**src/rtl/lfsr_cipher_pkg.sv**
```systemverilog
// ============================================================================
// lfsr_cipher_pkg : shared FSM encoding and default tap masks for lfsr_cipher_n
// Revision 1.0
// ============================================================================
`default_nettype none

package lfsr_cipher_pkg;

  typedef enum logic [1:0] {
    IDLE  = 2'd0,
    RUN   = 2'd1,
    DRAIN = 2'd2
  } fsm_e;

  localparam logic [7:0]  TAPS_8  = 8'hB8;
  localparam logic [15:0] TAPS_16 = 16'hB400;

endpackage

`default_nettype wire

```
**src/rtl/lfsr_cipher_n_core.sv**
```systemverilog
// ============================================================================
// lfsr_core : Fibonacci LFSR state with seed load and STEPS-shift advance
// Revision 1.0
// ============================================================================
`default_nettype none

module lfsr_core #(
  parameter int LFSR_W = 16,
  parameter int STEPS  = 1,
  parameter int DATA_W = 8
) (
  input  logic              clk,
  input  logic              reset,
  input  logic              load,
  input  logic [LFSR_W-1:0] load_value,
  input  logic              advance,
  input  logic [LFSR_W-1:0] tap_mask,
  output logic [DATA_W-1:0] ks_word
);

  logic [LFSR_W-1:0] r_state;
  logic [LFSR_W-1:0] w_chain [0:STEPS];

  assign w_chain[0] = r_state;

  // Unrolled shift chain so several steps complete in one accepted word.
  for (genvar s = 0; s < STEPS; s++) begin : g_step
    assign w_chain[s+1] = {w_chain[s][LFSR_W-2:0], ^(w_chain[s] & tap_mask)};
  end

  always_ff @(posedge clk) begin
    if (reset) begin
      r_state <= '0;
    end else if (load) begin
      r_state <= load_value;
    end else if (advance) begin
      r_state <= w_chain[STEPS];
    end
  end

  assign ks_word = r_state[DATA_W-1:0];

endmodule

`default_nettype wire

```
**src/rtl/lfsr_cipher_n.sv**
```systemverilog
// ============================================================================
// lfsr_cipher_n : valid/ready LFSR stream cipher with optional bounded messages
// Revision 1.0
// ============================================================================
`default_nettype none

module lfsr_cipher_n
  import lfsr_cipher_pkg::*;
#(
  parameter int DATA_W = 8,
  parameter int LFSR_W = 16,
  parameter int STEPS  = 1,
  parameter int LEN_W  = 16
) (
  input  logic              clk,
  input  logic              reset,
  input  logic [LFSR_W-1:0] key,
  input  logic [LFSR_W-1:0] tap_mask,
  input  logic [LEN_W-1:0]  msg_len,
  input  logic              start,
  input  logic              stop,
  input  logic [DATA_W-1:0] in_data,
  input  logic              in_valid,
  output logic              in_ready,
  output logic [DATA_W-1:0] out_data,
  output logic              out_valid,
  input  logic              out_ready,
  output logic              out_last,
  output logic              busy
);

  fsm_e              r_fsm;
  fsm_e              w_fsm_nxt;
  logic              r_valid;
  logic [DATA_W-1:0] r_data;
  logic              r_last;
  logic [LEN_W-1:0]  r_count;
  logic [LFSR_W-1:0] r_taps;
  logic [LEN_W-1:0]  r_len;

  logic              w_start;
  logic              w_in_ready;
  logic              w_xfer;
  logic              w_last_word;
  logic [DATA_W-1:0] w_ks;
  logic [LFSR_W-1:0] w_seed;

  // The start cycle never accepts, so a start in RUN cannot swallow a word.
  assign w_start     = start & ~stop;
  assign w_in_ready  = (r_fsm == RUN) & (~r_valid | out_ready) & ~stop & ~start;
  assign w_xfer      = in_valid & w_in_ready;
  assign w_last_word = (r_len != '0) && (r_count == r_len - LEN_W'(1));
  assign w_seed      = (key == '0) ? LFSR_W'(1) : key;

  lfsr_core #(
    .LFSR_W (LFSR_W),
    .STEPS  (STEPS),
    .DATA_W (DATA_W)
  ) u_core (
    .clk        (clk),
    .reset      (reset),
    .load       (w_start),
    .load_value (w_seed),
    .advance    (w_xfer),
    .tap_mask   (r_taps),
    .ks_word    (w_ks)
  );

  always_ff @(posedge clk) begin
    if (reset) r_fsm <= IDLE;
    else       r_fsm <= w_fsm_nxt;
  end

  always_comb begin
    w_fsm_nxt = r_fsm;
    if (stop) begin
      w_fsm_nxt = IDLE;
    end else if (start) begin
      w_fsm_nxt = RUN;
    end else begin
      case (r_fsm)
        IDLE:    w_fsm_nxt = IDLE;
        RUN:     if (w_xfer && w_last_word) w_fsm_nxt = DRAIN;
        DRAIN:   if (r_valid && out_ready)  w_fsm_nxt = IDLE;
        default: w_fsm_nxt = IDLE;
      endcase
    end
  end

  always_ff @(posedge clk) begin
    if (reset) begin
      r_valid <= 1'b0;
      r_data  <= '0;
      r_last  <= 1'b0;
      r_count <= '0;
      r_taps  <= '0;
      r_len   <= '0;
    end else if (stop) begin
      r_valid <= 1'b0;
      r_data  <= '0;
      r_last  <= 1'b0;
    end else if (start) begin
      r_valid <= 1'b0;
      r_data  <= '0;
      r_last  <= 1'b0;
      r_count <= '0;
      r_taps  <= tap_mask;
      r_len   <= msg_len;
    end else if (w_xfer) begin
      r_valid <= 1'b1;
      r_data  <= in_data ^ w_ks;
      r_last  <= w_last_word;
      r_count <= r_count + LEN_W'(1);
    end else if (r_valid && out_ready) begin
      r_valid <= 1'b0;
      r_last  <= 1'b0;
    end
  end

  assign in_ready  = w_in_ready;
  assign out_data  = r_data;
  assign out_valid = r_valid & ~stop;
  assign out_last  = r_last;
  assign busy      = (r_fsm != IDLE);

endmodule

`default_nettype wire

```
**config.mk**
```make
export PLATFORM = sky130hd
export DESIGN_NAME = lfsr_cipher_n
export DESIGN_NICKNAME = d
export VERILOG_FILES = /design/src/rtl/lfsr_cipher_pkg.sv /design/src/rtl/lfsr_cipher_n_core.sv /design/src/rtl/lfsr_cipher_n.sv
export SDC_FILE = /design/constraint.sdc
export NUM_CORES = 1
export LEC_CHECK = 0
export ABC_CLOCK_PERIOD_IN_PS = 5870
export CAP_MARGIN = 10
export CORE_MARGIN = 2
export CORE_UTILIZATION = 50
export CTS_CLUSTER_SIZE = 10
export DETAILED_ROUTE_END_ITERATION = 16
export PLACE_DENSITY = 0.87
export SLEW_MARGIN = 5
export SYNTH_ARGS = -nofsm -noshare
export SYNTH_HDL_FRONTEND = slang
export SYNTH_SLANG_ARGS = --single-unit
export TNS_END_PERCENT = 30
```
**constraint.sdc**
```tcl
create_clock -name clk -period 5.87 [get_ports clk]
set_input_delay 0.587 -clock clk [delete_from_list [all_inputs] [get_ports clk]]
set_output_delay 0.587 -clock clk [all_outputs]
set_load 0.01 [all_outputs]
```
# [Yosys cells after proc, flatten, opt, wreduce, memory -nomap -nowiden]
# Cells that the tools add are included.
[totals] mem_bits_rw=0 reg_bits=76 input_bits=62 latchBits=0 output_inout_bits=12 rom_bits=0 mem_count=0
[classes] magnitude_cmp=0 n_shift=0 bitwise_logic=12 n_mul=0 div_mod_pow=0 n_addsub=2 n_mux=12 eq_ne=7 reduce_logical=16
[ops] op="16-bit 2-to-1 mux" n=5
[ops] op="16-bit by 1-bit adder with 16-bit output, second input constant" n=1
[ops] op="16-bit AND" n=1
[ops] op="16-bit == test" n=1
[ops] op="16-bit logical NOT" n=1
[ops] op="16-bit nonzero test" n=1
[ops] op="16-bit parity" n=1
[ops] op="16-bit by 1-bit subtractor with 16-bit output, second input constant" n=1
[ops] op="2-bit AND reduction" n=4
[ops] op="2-bit nonzero test" n=4
[ops] op="8-bit bitwise XOR" n=1
[ops] op="1-bit AND" n=6
[ops] op="1-bit 2-to-1 mux" n=4
[ops] op="2-bit 2-to-1 mux" n=2
[ops] op="2-bit case mux with 2 select lines" n=1
[ops] op="1-bit logical AND" n=3
[ops] op="3-bit by 2-bit != test with 1-bit output, second input constant" n=1
[ops] op="3-bit != test, second input constant" n=1
[ops] op="1-bit inverter" n=3
[ops] op="3-bit OR reduction" n=1
[ops] op="2-bit by 1-bit == test with 1-bit output, second input constant" n=1
[ops] op="2-bit == test, second input constant" n=1
[ops] op="2-bit by 1-bit != test with 1-bit output, second input constant" n=1
[ops] op="2-bit != test, second input constant" n=1
[ops] op="other kinds (2)" n=2

# [Longest topological paths before layout]
# Gate-level depths: netlist of the first run.
[depth] ltp_word=10 ltp_mapped=9

# [Hierarchy]
# Synthesis of the first run repeated with hierarchy kept, for this count alone.
[hier_totals] hier_cells=516 area_unflattened_um2=4040.1
[by_module_without_submodules] module="lfsr_cipher_n" area_per_inst_um2=3045.4 n_inst=1 seq_area_each_um2=1201.2 cells_per_inst=389
[by_module_without_submodules] module="lfsr_core" area_per_inst_um2=994.7 n_inst=1 seq_area_each_um2=320.3 cells_per_inst=127

# [Worst setup path after synthesis of the first run]
# Ideal clock, no wire load.
[synth_path] path_kind="input -> register" start="input start" end="register r_fsm[0]" t_required_ns=5.736 setup_time_ns=0.134 arrival_time_ns=2.124 n_path_buf=0 cell_stages=6 path_slack_ns=3.613 path_cell_list="nor4b_2 -> nand3_1 -> nor4_4 -> o2111ai_1 -> or4_4 -> nor4b_4"
[synth_between] elab_chain_len=6 elab_cells_between_ends=8
[synth_lines] element="start, declared" line_no="lfsr_cipher_n.sv:20" text="input logic start,"
[synth_lines] element="1-bit inverter" line_no="lfsr_cipher_n.sv:50" text="assign w_in_ready = (r_fsm == RUN) & (~r_valid | out_ready) & ~stop & ~start;"
[synth_lines] element="1-bit AND" line_no="lfsr_cipher_n.sv:50"
[synth_lines] element="1-bit AND" line_no="lfsr_cipher_n.sv:51" text="assign w_xfer = in_valid & w_in_ready;"
[synth_lines] element="1-bit logical AND" line_no="lfsr_cipher_n.sv:83" text="RUN: if (w_xfer && w_last_word) w_fsm_nxt = DRAIN;"
[synth_lines] element="3-bit by 2-bit != test with 1-bit output (no source line)"
[synth_lines] element="2-bit AND reduction (no source line)"
[synth_lines] element="end signal, assigned" line_no="lfsr_cipher_n.sv:71" text="else r_fsm <= w_fsm_nxt;"
[synth_lines] element="end, declared" line_no="lfsr_cipher_n.sv:32" text="fsm_e r_fsm;"
# Parallel ways exist; a longest one is shown, timed or not.
# A chain may end at the register's enable or synchronous reset.

# [Worst setup path after layout of the first run]
[layout_path] start="register r_len[0]" end="register r_fsm[0]"
[layout_between] elab_chain_len=6 elab_cells_between_ends=7
[layout_lines] element="start, declared" line_no="lfsr_cipher_n.sv:39" text="logic [LEN_W-1:0] r_len;"
[layout_lines] element="start signal, assigned" line_no="lfsr_cipher_n.sv:108" text="r_len <= msg_len;"
[layout_lines] element="16-bit by 1-bit subtractor with 16-bit output" line_no="lfsr_cipher_n.sv:52" text="assign w_last_word = (r_len != '0) && (r_count == r_len - LEN_W'(1));"
[layout_lines] element="16-bit == test" line_no="lfsr_cipher_n.sv:52"
[layout_lines] element="1-bit logical AND (*)" line_no="lfsr_cipher_n.sv:52"
[layout_lines] element="1-bit logical AND (*)" line_no="lfsr_cipher_n.sv:83"
[layout_lines] element="3-bit by 2-bit != test with 1-bit output (no source line) (*)"
[layout_lines] element="2-bit AND reduction (no source line) (*)"
# Every way passes the cells marked *; elsewhere a longest branch is shown, timed or not.

==> impl_metrics.py, run 1 <==
metrics = {
    "clocking": {
        "holdBufCountCts": 0,
        "cts_tree": "done",
        "cts_max_path_buffers": 2,
        "htree_levels": 3,
        "clockRootBuffer": "clkbuf_8",
        "numCtsBuffers": 9,
        "post-cts-setup-buffer-count": 0,
        "clk_pin_slew_worst_paths_ps": 80,
        "clock_sinks": 76,
        "cts_resized": 0,
        "clk_latency_ps": 350,
    },
    "route": {
        "drtIter0Drc": 216,
        "routed_wirelength_um": 9350,
        "firstDrtPassIters": 5,
        "antenna_left": 0,
        "vias": 3672,
        "wl_per_cell_um": 14.2,
        "drc_errors": 0,
        "vias_per_cell": 5.58,
    },
    "synthesis": {
        "synth_area_leaders": "dfxtp_1 39%, nand2_1 11%, xnor2_1 8.5%",
        "synth_seq_area_share": 0.388,
        "yosysUniqueCellTypes": 49,
        "synth_area_leader_cell": "dfxtp_1",
        "synth_top_area_frac": 0.388,
        "syn_avg_cell_area_sq_um": 7.89,
        "synth_nets": 562,
        "syn_area_sq_um": 3920,
        "synth_cells": 497,
        "ys_ff_latch": 76,
        "yosys_warnings": 0,
    },
    "power_and_ir_drop": {
        "power_mw": 1.11,
        "leakagePower_nw": 1.62,
        "power_density_nw_per_um2": 228,
        "p_sw_mw": 0.294,
        "comb_power_share": 0.144,
        "power_switching_share": 0.265,
        "peakVddDrop_uv": 119,
        "p_clk_frac": 0.354,
        "cellInternalPower_mw": 0.814,
        "seqPwrFrac": 0.502,
    },
    "hold_path": {
        "whs_endpoint": "r_taps[10]$_SDFFE_PP0P_",
        "whs_path_depth": 2,
        "hold_class": "reg -> reg",
        "min_from": "r_taps[10]$_SDFFE_PP0P_",
    },
    "cells_and_area": {
        "nNetsFinal": 616,
        "drive_gt1_frac": 0.0665,
        "syn_to_final_growth_pct": 23.8,
        "final_cell_mix": "120 x nand2_1, 76 x dfxtp_1, 72 x clkdlybuf4s50_1",
        "layout_commonest_cell": "nand2_1",
        "num_antenna_cells": 0,
    },
    "timing": {
        "fmax_ghz": 0.349,
        "setup_ws_ps": 3000,
        "finalHoldViolCount": 0,
        "finalSetupTns_ps": 0,
        "hold_ws_ps": 461,
        "clock_skew_ps": 6.64,
        "rsz0062_at_grt": "false",
        "tightest_slew_ps": 957,
        "slew_headroom": 0.362,
        "min_period_ps": 2870,
        "setup_violations": 0,
        "slew_violations": 0,
        "finalCritPeriodShare": 0.488,
    },
    "placement": {
        "io_buffers": 73,
        "dp_hpwl_um": 6610,
        "pre_cts_ws_ps": 2770,
        "gp_congestion": 0.870,
    },
    "setup_path": {
        "crit_required_ps": 6070,
        "slowest_delay_ps": 590,
        "r2r-start": "r_len[0]$_SDFFE_PP0P_",
        "critical_path_class": "reg -> reg",
        "reg2reg_depth": 8,
        "cp_slowest_cell": "dfxtp_1",
        "cp_max_fo": 10,
        "rrSetupSlack_ps": 3000,
        "timing.rr.end": "r_fsm[0]$_SDFFE_PP0P_",
        "start_kind": "register",
        "cp-end-kind": "register",
        "crit_arrival_ps": 3070,
        "path_cells": "inv_1 > ha_1 > nor4b_1 > and3_1 > a2111oi_0 > o32ai_1 > or4_4 > nor4b_4",
    },
    "global_route": {
        "gr-total-overflow": 0,
        "grt_usage": 0.225,
        "use_met1": 0.264,
        "grt_antenna_before_repair": 0,
        "grt_pass1_wl_um": 15600,
        "grt_max_degree": 70,
        "grt_pass1_vias": 3585,
        "grt_util_met2": 0.390,
        "busiest_layer": "met2",
        "grtUsageMet3": 0.0431,
    },
    "floorplanning": {
        "num_rows": 32,
        "num_io_pins": 74,
        "die_height_um": 92.6,
        "coreArea_sq_um": 7650,
        "dieWidth_um": 92.6,
        "start_util": 0.513,
        "fp.dieArea_sq_um": 8570,
    },
    "flow_run": {
        "maxCapViolations": 0,
    },
    "run_status": {
        "status": "completed",
    },
}
## power groups by stage
stage	Combinational [mW]	Clock, mW	Sequential (mW)
final	0.160	0.392	0.556
after global routing	0.176	0.421	0.558
after CTS	0.160	0.400	0.555
after detailed placement	0.158	0	0.567
after global placement	0.155	0	0.567
after floorplan	0.103	0	0.556
## flip-flops by register name, indices dropped and copies added (netlist names)
| register | flops |
|---|---|
| r_fsm | 2 |
| r_count | 16 |
| out_data | 8 |
| r_len | 16 |
| r_taps | 16 |
| out_last | 1 |
| r_valid | 1 |
| u_core.r_state | 16 |
## area by class of cell
cell class | count | area [sq um]
Clock buffer | 9 | 124
Clock inverter | 7 | 66.3
Fill cell | 634 | 2790
Inverter | 9 | 33.8
Multi-Input combinational cell | 378 | 2230
Sequential cell | 76 | 1520
Tap cell | 102 | 128
Timing Repair Buffer | 77 | 756
## how the worst max path moves through the flow
stage / from / to / cells past startpoint
6_report: r_len[0]$_SDFFE_PP0P_ / r_fsm[0]$_SDFFE_PP0P_ / 8
3_3_place_gp: stop / r_fsm[0]$_SDFFE_PP0P_ / 8
3_5_place_dp: stop / r_fsm[0]$_SDFFE_PP0P_ / 8
2_1_floorplan: start / r_fsm[0]$_SDFFE_PP0P_ / 6
4_1_cts: r_len[0]$_SDFFE_PP0P_ / r_fsm[0]$_SDFFE_PP0P_ / 8
5_1_grt: r_len[0]$_SDFFE_PP0P_ / r_fsm[0]$_SDFFE_PP0P_ / 8
## Yosys cell counts (all sizes together)
master / count
o211ai: 1
inv: 9
xnor2: 38
nor4b: 3
nor3: 9
o21a: 1
a211oi: 11
xor2: 14
o32ai: 1
buf: 3
o31a: 1
o41ai: 1
nand2b: 4
or2: 1
nor2b: 4
nand3: 12
nor2: 44
clkbuf: 31
a21o: 1
o2111ai: 2
ha: 3
a2111oi: 2
a41o: 1
nand2: 120
or3: 2
a311oi: 15
and3b: 2
nand3b: 1
a41oi: 2
and2: 1
o31ai: 1
or4: 4
o21ai: 7
nand4b: 2
nand4: 7
dfxtp: 76
and3: 3
nor4: 9
nor3b: 2
a21oi: 44
o21ba: 2
## per-stage QoR
stage               instances  area (sq um)   util
floorplan                 497          3920      -
global placement          642          4660  0.610
detailed placement        642          4660  0.610
CTS                       658          4850  0.635
global route              658          4850  0.635
finish                    658          4850  0.635
## worst max-delay path: cells and delay by family (launching register included)
kind                       cells  cell delay (ps)
buffers and inverters          1              130
and+or+nand+nor                4             1050
AOI/OAI and AO/OA              2              740
DFF                            1              590
adders and majority gates      1              210
## kinds of logic (layout without fill, tap and decap cells)
family / after synthesis / in the layout / synth area share
compound gates: 93 / 93 / 0.158
flops: 76 / 76 / 0.388
buf+inv: 43 / 102 / 0.0459
simple gates: 230 / 230 / 0.282
fa+ha+maj: 3 / 3 / 0.00957
xor+xnor: 52 / 52 / 0.116
## routing by layer
layer | wire, um | vias up
li1 | - | 1813
met1 | 3990 | 1702
met2 | 4540 | 131
met3 | 500 | 26
met4 | 319 | 0
met5 | 0 | -
Note: power is estimated with default switching activity, not from simulation.
==> run 2, diff against run 1 <==
--- a/config.mk
+++ b/config.mk
@@ -5,7 +5,7 @@
 export SDC_FILE = /design/constraint.sdc
 export NUM_CORES = 1
 export LEC_CHECK = 0
-export ABC_CLOCK_PERIOD_IN_PS = 5870
+export ABC_CLOCK_PERIOD_IN_PS = 2700
 export CAP_MARGIN = 10
 export CORE_MARGIN = 2
 export CORE_UTILIZATION = 50
==> constraint.sdc (replaced) <==
create_clock -name clk -period 2.7 [get_ports clk]
set_input_delay 0.27 -clock clk [delete_from_list [all_inputs] [get_ports clk]]
set_output_delay 0.27 -clock clk [all_outputs]
set_load 0.01 [all_outputs]
==> run 2 against run 1 <==
Clock skew increased by 2.7 ps; global-route usage increased by 1.0 points; routed wire length increased by 5.0%; first-iteration DRC count increased by 23%; cell area increased by 1.3%; non-clock buffer count increased by 8; maximum frequency increased by 14%; hold slack got worse by 120 ps; via count increased by 3.5%; sequential share of layout area decreased by 0.39 points.
==> impl_metrics.py, run 2 (same netlist as run 1, synthesis figures left out) <==
metrics = {
    "floorplanning": {
        "num_rows": 32,
        "num_io_pins": 74,
        "start_util": 0.513,
        "die_height_um": 92.6,
        "fp.dieArea_sq_um": 8570,
        "dieWidth_um": 92.6,
        "coreArea_sq_um": 7650,
    },
    "setup_path": {
        "cp-end-kind": "register",
        "cp_max_fo": 7,
        "critical_path_class": "reg -> reg",
        "crit_required_ps": 2920,
        "start_kind": "register",
        "crit_arrival_ps": 2740,
    },
    "global_route": {
        "grt_usage": 0.236,
        "grt_pass1_vias": 3620,
        "grt_pass1_wl_um": 16300,
        "grt_antenna_before_repair": 0,
        "gr-total-overflow": 0,
        "grt_max_degree": 38,
    },
    "route": {
        "drc_errors": 0,
        "drtIter0Drc": 266,
        "antenna_left": 0,
        "wl_per_cell_um": 14.7,
        "vias": 3802,
        "firstDrtPassIters": 5,
        "routed_wirelength_um": 9820,
        "vias_per_cell": 5.71,
    },
    "clocking": {
        "post-cts-setup-buffer-count": 0,
        "holdBufCountCts": 0,
        "clk_latency_ps": 350,
        "clockRootBuffer": "clkbuf_8",
        "htree_levels": 3,
        "clock_sinks": 76,
        "numCtsBuffers": 9,
        "cts_max_path_buffers": 2,
        "clk_pin_slew_worst_paths_ps": 80,
        "cts_resized": 0,
        "cts_tree": "done",
    },
    "timing": {
        "clock_skew_ps": 9.38,
        "finalSetupTns_ps": 0,
        "slew_violations": 0,
        "finalHoldViolCount": 0,
        "min_period_ps": 2520,
        "slew_headroom": 0.551,
        "finalCritPeriodShare": 0.935,
        "rsz0062_at_grt": "false",
        "setup_violations": 0,
        "tightest_slew_ps": 667,
        "fmax_ghz": 0.396,
    },
    "hold_path": {
        "hold_class": "in -> reg",
    },
    "placement": {
        "dp_hpwl_um": 7170,
        "gp_congestion": 0.907,
        "io_buffers": 73,
    },
    "power_and_ir_drop": {
        "power_switching_share": 0.265,
        "peakVddDrop_uv": 288,
        "p_clk_frac": 0.352,
        "cellInternalPower_mw": 1.78,
        "leakagePower_nw": 1.65,
        "comb_power_share": 0.149,
        "p_sw_mw": 0.640,
        "seqPwrFrac": 0.499,
        "power_mw": 2.42,
        "power_density_nw_per_um2": 492,
    },
    "cells_and_area": {
        "syn_to_final_growth_pct": 25.3,
        "nNetsFinal": 624,
        "final_cell_mix": "120 x nand2_1, 76 x dfxtp_1, 72 x clkdlybuf4s50_1",
        "layout_commonest_cell": "nand2_1",
        "num_antenna_cells": 0,
        "drive_gt1_frac": 0.0780,
    },
    "flow_run": {
        "maxCapViolations": 0,
    },
    "run_status": {
        "status": "completed",
    },
}
==> run 2: metal layers <==
metal,global-route usage,up-vias,wire length (um)
met3,0.0317,24,625
met4,0.0983,0,235
met2,0.425,164,4930
met5,0,-,0
met1,0.280,1777,4030
li1,-,1837,-
==> run 2: metrics by stage <==
stage	cells	worst slack [ps]	cell area, sq um	hold slack, ps	utilization
2_1_floorplan	497	464	3920	341	-
3_3_place_gp	650	204	4720	445	0.618
3_5_place_dp	650	83.4	4720	449	0.618
4_1_cts	666	198	4920	341	0.643
5_1_grt	666	41.0	4920	386	0.643
6_report	666	176	4920	346	0.643
==> run 2: path summary, 6_finish.rpt <==
| kind | start | end | slack [ps] | cells past startpoint |
|---|---|---|---|---|
| worst max-delay path | r_len[0]$_SDFFE_PP0P_ | r_fsm[0]$_SDFFE_PP0P_ | 180 | 8 |
| worst min-delay path | reset | r_count[0]$_SDFFE_PP0P_ | 350 | 2 |
| worst max register to register | r_len[0]$_SDFFE_PP0P_ | r_fsm[0]$_SDFFE_PP0P_ | 180 | 8 |
| worst min register to register | r_taps[4]$_SDFFE_PP0P_ | r_taps[4]$_SDFFE_PP0P_ | 460 | 2 |
==> run 2: area by class of cell <==
| cell class | count | area (sq um) |
|---|---|---|
| Timing Repair Buffer | 85 | 816 |
| Fill cell | 622 | 2730 |
| Multi-Input combinational cell | 378 | 2230 |
| Sequential cell | 76 | 1520 |
| Clock inverter | 6 | 63.8 |
| Inverter | 9 | 33.8 |
| Clock buffer | 10 | 128 |
| Tap cell | 102 | 128 |
==> run 2: critical path: stages (launching register included) <==
cell and delay (ps):
dfxtp_1 360, inv_1 100, ha_1 240, nor3b_2 460, a21oi_1 200, nor4_4 260, o2111ai_1 140, or4_4 470
nor4b_4 150
==> run 2: power by group through the flow <==
stage / clock network, mW / logic [mW] / registers (mW)
6_report: 0.851 / 0.361 / 1.21
3_3_place_gp: 0 / 0.348 / 1.23
5_1_grt: 0.915 / 0.392 / 1.21
2_1_floorplan: 0 / 0.224 / 1.21
3_5_place_dp: 0 / 0.357 / 1.23
4_1_cts: 0.865 / 0.361 / 1.20
